==> src/rtl/ifetch_unit.sv <==
// ifetch_unit: IDLE/FETCH/EXEC instruction fetch with next-pc selection and jal link register
module ifetch_unit #(
    parameter logic [31:0] RESET_PC = 32'h00000000
) (
    input  logic        clk,
    input  logic        rst_n,
    output logic        imem_req,
    output logic [31:0] imem_addr,
    input  logic [31:0] imem_rdata,
    input  logic        imem_ready,
    output logic [31:0] Instruction,
    output logic        inst_valid,
    output logic [31:0] branch_base_addr,
    output logic [31:0] link_addr,
    input  logic [31:0] AddrResult,
    input  logic        Zero,
    input  logic [31:0] ReadData1,
    input  logic        Branch,
    input  logic        nBranch,
    input  logic        Jmp,
    input  logic        Jal,
    input  logic        Jr,
    input  logic        stall
);
    typedef enum logic [1:0] {IDLE, FETCH, EXEC} state_t;
    state_t      state_q, state_d;
    logic [31:0] pc_q, pc_d, instr_q, instr_d, link_q, link_d, pc_plus4, target;
    logic        valid_q, valid_d, taken;
    assign pc_plus4         = pc_q + 32'd4;
    assign imem_req         = state_q == FETCH;
    assign imem_addr        = pc_q;
    assign Instruction      = instr_q;
    assign inst_valid       = valid_q;
    assign branch_base_addr = pc_plus4;
    assign link_addr        = link_q;
    always_comb begin
        taken   = (Branch && Zero) || (nBranch && !Zero);
        target  = Jr ? ReadData1 : taken ? AddrResult :
                  (Jmp || Jal) ? {pc_plus4[31:28], instr_q[25:0], 2'b00} : pc_plus4;
        state_d = state_q;
        pc_d    = pc_q;
        instr_d = instr_q;
        valid_d = valid_q;
        link_d  = link_q;
        case (state_q)
            IDLE: state_d = FETCH;
            FETCH: if (imem_ready) begin
                state_d = EXEC;
                instr_d = imem_rdata;
                valid_d = 1'b1;
            end
            EXEC: if (!stall) begin
                state_d = FETCH;
                pc_d    = target & ~32'd3;
                valid_d = 1'b0;
                link_d  = Jal ? pc_plus4 : link_q;
            end
            default: state_d = IDLE;
        endcase
    end
    always_ff @(posedge clk or negedge rst_n) begin
        if (!rst_n) begin
            state_q <= IDLE;
            pc_q    <= RESET_PC;
            instr_q <= '0;
            valid_q <= 1'b0;
            link_q  <= '0;
        end else begin
            state_q <= state_d;
            pc_q    <= pc_d;
            instr_q <= instr_d;
            valid_q <= valid_d;
            link_q  <= link_d;
        end
    end
endmodule

==> config.mk <==
export PLATFORM = sky130hd
export DESIGN_NAME = ifetch_unit
export DESIGN_NICKNAME = d
export VERILOG_FILES = /design/src/rtl/ifetch_unit.sv
export SDC_FILE = /design/constraint.sdc
export NUM_CORES = 1
export LEC_CHECK = 0
export ABC_AREA = 1
export BUFFER_PORTS_ARGS = -buffer_cell sky130_fd_sc_hd__buf_2
export CAP_MARGIN = 10
export CORE_MARGIN = 4
export CORE_UTILIZATION = 52
export DETAILED_ROUTE_END_ITERATION = 10
export PLACE_DENSITY = 0.84
export SYNTH_ARGS = -nofsm -noshare
export SYNTH_HDL_FRONTEND = slang
export SYNTH_SLANG_ARGS = --single-unit
==> constraint.sdc <==
create_clock -name clk -period 3.1 [get_ports clk]
set_input_delay 0 -clock clk [delete_from_list [all_inputs] [get_ports clk]]
set_output_delay 0 -clock clk [all_outputs]
set_load 0.1 [all_outputs]
==> flow_summary.toml <==
[routing]
route.met3.wl_mm = 1.89
highest_layer = "met4"
ant_nets = 0
first_pass_iters = 6
drt-initial-drc-count = 606
drc = 0
dr_total_vias = 6265
vias_per_cell = 5.36
met1_length_mm = 7.81
wl_met2_mm = 9.51
wl_per_cell_microns = 17.1
wirelength_mm = 20.0

[timing]
skew_ps = 13.1
fin_ws_ps = 611
clock.fmax_mhz = 402
fin_setup_tns_ps = 0
setup_viol = 0
fin_crit_sh = 0.803
worst_pin_slew_ps = 1070
rsz0062_at_grt = "no"
max_slew_margin = 0.289
finalCriticalPeriod_ps = 2490
drv_slew = 0
hold_viol = 0

[floorplan]
initial_core_util = 0.542
fp.coreArea_sq_um = 9950
dieWidth_microns = 110
dieArea_sq_um = 12100
rows = 36
ioPinCount = 236
die_h_microns = 110

[clock_tree]
clk_root_buffer_cell = "clkbuf_8"
htreeDepth = 3
post_cts_resized = 0
clock_sink_count = 95
path_clk_slew_ps = 100
clockBufferDepth = 2
clock_latency_ps = 360
numCtsBuffers = 9
cts_tree = "built"

[setup_path]
cp-start-kind = "register"
r2r_cells = 11
timing.rr.start = "imem_addr[2]$_DFFE_PN0P_"
critPathRequiredTime_ps = 3350
ff2ff_setup_slack_ps = 610
path_class = "register to register"
cp-end-kind = "register"
cp_max_fo = 7
crit_arrival_ps = 2740
r2r-end = "imem_addr[10]$_DFFE_PN0P_"

[global_routing]
grt_max_degree = 86
grt_antenna_before_repair = 0
grt_pass1_wl_mm = 30.7
grt_pass1_vias = 5922
grt_usage = 0.333
grt-ovfl-total = 0

[placement]
place_worst_setup_slack_ps = 1160
place_hpwl_mm = 13.1
place_area_sq_um = 6640
place.gp.congestion = 0.942
portBuffers = 225

[logic_synthesis]
synth_common_cells = "222 x nand2_1, 137 x nor2_1, 95 x dfrtp_1"
synth.distinct_cells = 30
syn-cell-area_sq_um = 5400
synth_edf_count = 0
synth_top_flop_cell = "dfrtp_1"
synth.area.top_cells = "dfrtp_1 44%, nand2_1 15%, nor2_1 9.5%, mux2_2 6.7%, nand3_1 3.2%"
syn_area_per_cell_sq_um = 7.37
synth_seq_cells = 95
syn_inst = 733
yosysMostFrequentCell = "nand2_1"
yosysTopAreaCell = "dfrtp_1"
yosysSeqAreaShare = 0.440
synthArstFlopShare = 1.00
yosys_warnings = 0
synth_top_area_frac = 0.440

[run]
cap_violations = 0

[min_path]
hold_depth = 5
holdPathEnd = "imem_addr[29]$_DFFE_PN0P_"
hp-class = "input port to register"
worstHoldStart = "AddrResult[29]"

[finish]
nNetsFinal = 1137
diodes = 0
syn_to_final_growth_pct = 42.5
drive_above_1_share = 0.297
fill_cells = 715
finalInstanceArea_sq_um = 7700

[run_status]
outcome = "completed"
==> logic make-up (layout without fill, tap and decap cells) <==
logic type / Yosys count / in the layout / synth area share
adders and majority gates: 1 / 1 / 0.00232
DFF: 95 / 95 / 0.440
AOI/OAI and AO/OA: 103 / 103 / 0.106
xor gates and xnor gates: 7 / 7 / 0.0114
other: 1 / 6 / 0.000694
buffers and inverters: 80 / 377 / 0.0621
and+or+nand+nor: 414 / 414 / 0.310
muxes: 32 / 32 / 0.0667
==> placed cells by master, fill, tap and decap left out, types with 2 or more instances in the layout <==
| cell type | count |
|---|---|
| buf_2 | 224 |
| nand2_1 | 221 |
| nor2_1 | 136 |
| dfrtp_1 | 94 |
| dlygate4sd3_1 | 85 |
| inv_1 | 39 |
| nand3_1 | 35 |
| mux2_2 | 32 |
| a21oi_1 | 31 |
| o21ai_0 | 24 |
| a31oi_1 | 21 |
| o21ai_1 | 14 |
| clkbuf_8 | 11 |
| nor2_2 | 9 |
| buf_4 | 9 |
| conb_1 | 6 |
| o211ai_1 | 5 |
| nor2_4 | 4 |
| a21boi_1 | 4 |
| clkinvlp_4 | 3 |
| inv_2 | 3 |
| nand2_2 | 2 |
| and2_1 | 2 |
| nand3b_1 | 2 |
| xor2_1 | 2 |
| xnor2_1 | 2 |
| xor2_2 | 2 |
| or2_2 | 2 |
| a2bb2oi_1 | 2 |
==> critical path: stages, from the launching register on <==
cell           delay, ps
dfrtp_2              470
ha_1                 260
nand2_1              120
nor2_4               150
nand2_4              110
xor2_1               220
inv_1                120
o21ai_0              160
nand2_1               80
nand2_1               70
dlygate4sd3_1        550
nand2_1               50
==> state kept, by name, indices dropped and copies added, names as in the netlist <==
register,flops
state_q,2
link_addr,30
Instruction,32
imem_addr,30
inst_valid,1
==> worst max-delay path by stage <==
stage | startpoint | endpoint | slack, ps | cells after the start
2_1_floorplan | imem_addr[2]$_DFFE_PN0P_ | imem_addr[15]$_DFFE_PN0P_ | 70 | 9
3_3_place_gp | state_q[0]$_DFFE_PN0P_ | link_addr[22]$_DFFE_PN0P_ | 1180 | 9
3_5_place_dp | state_q[0]$_DFFE_PN0P_ | link_addr[18]$_DFFE_PN0P_ | 1160 | 9
4_1_cts | imem_addr[2]$_DFFE_PN0P_ | imem_addr[10]$_DFFE_PN0P_ | 670 | 11
5_1_grt | imem_addr[14]$_DFFE_PN0P_ | imem_addr[23]$_DFFE_PN0P_ | 480 | 12
6_report | imem_addr[2]$_DFFE_PN0P_ | imem_addr[10]$_DFFE_PN0P_ | 610 | 11
==> metal layers <==
layer / global-route usage / up-vias
met2: 0.545 / 413
li1: - / 2932
met1: 0.434 / 2828
met4: 0.135 / 0
met5: 0 / -
met3: 0.0593 / 92
==> per-stage QoR <==
stage,util,std cells,hold slack [ps]
3_3_place_gp,0.667,1067,206
5_1_grt,0.773,1168,33.1
4_1_cts,0.773,1168,1.48
6_report,0.773,1168,2.91
3_5_place_dp,0.667,1067,212
2_1_floorplan,-,738,-296
==> final cells by class <==
type | instances | area (sq um) | share of cell area
clock inverter | 4 | 53.8 | 0.00699
tap | 133 | 166 | 0.0216
clock buffer | 12 | 155 | 0.0202
multi-input combinational | 563 | 2740 | 0.356
timing repair buffer | 318 | 2040 | 0.265
inverter | 43 | 165 | 0.0215
sequential | 95 | 2380 | 0.309
==> what timing repair did <==
action                    CTS  global route
hold endpoints to repair  147             0
buffers inserted            0             0
hold buffers               85             0
Power is left out: the tool's default activity adds up to more than one toggle a clock period on the data nets, which glitch-free logic cannot reach.
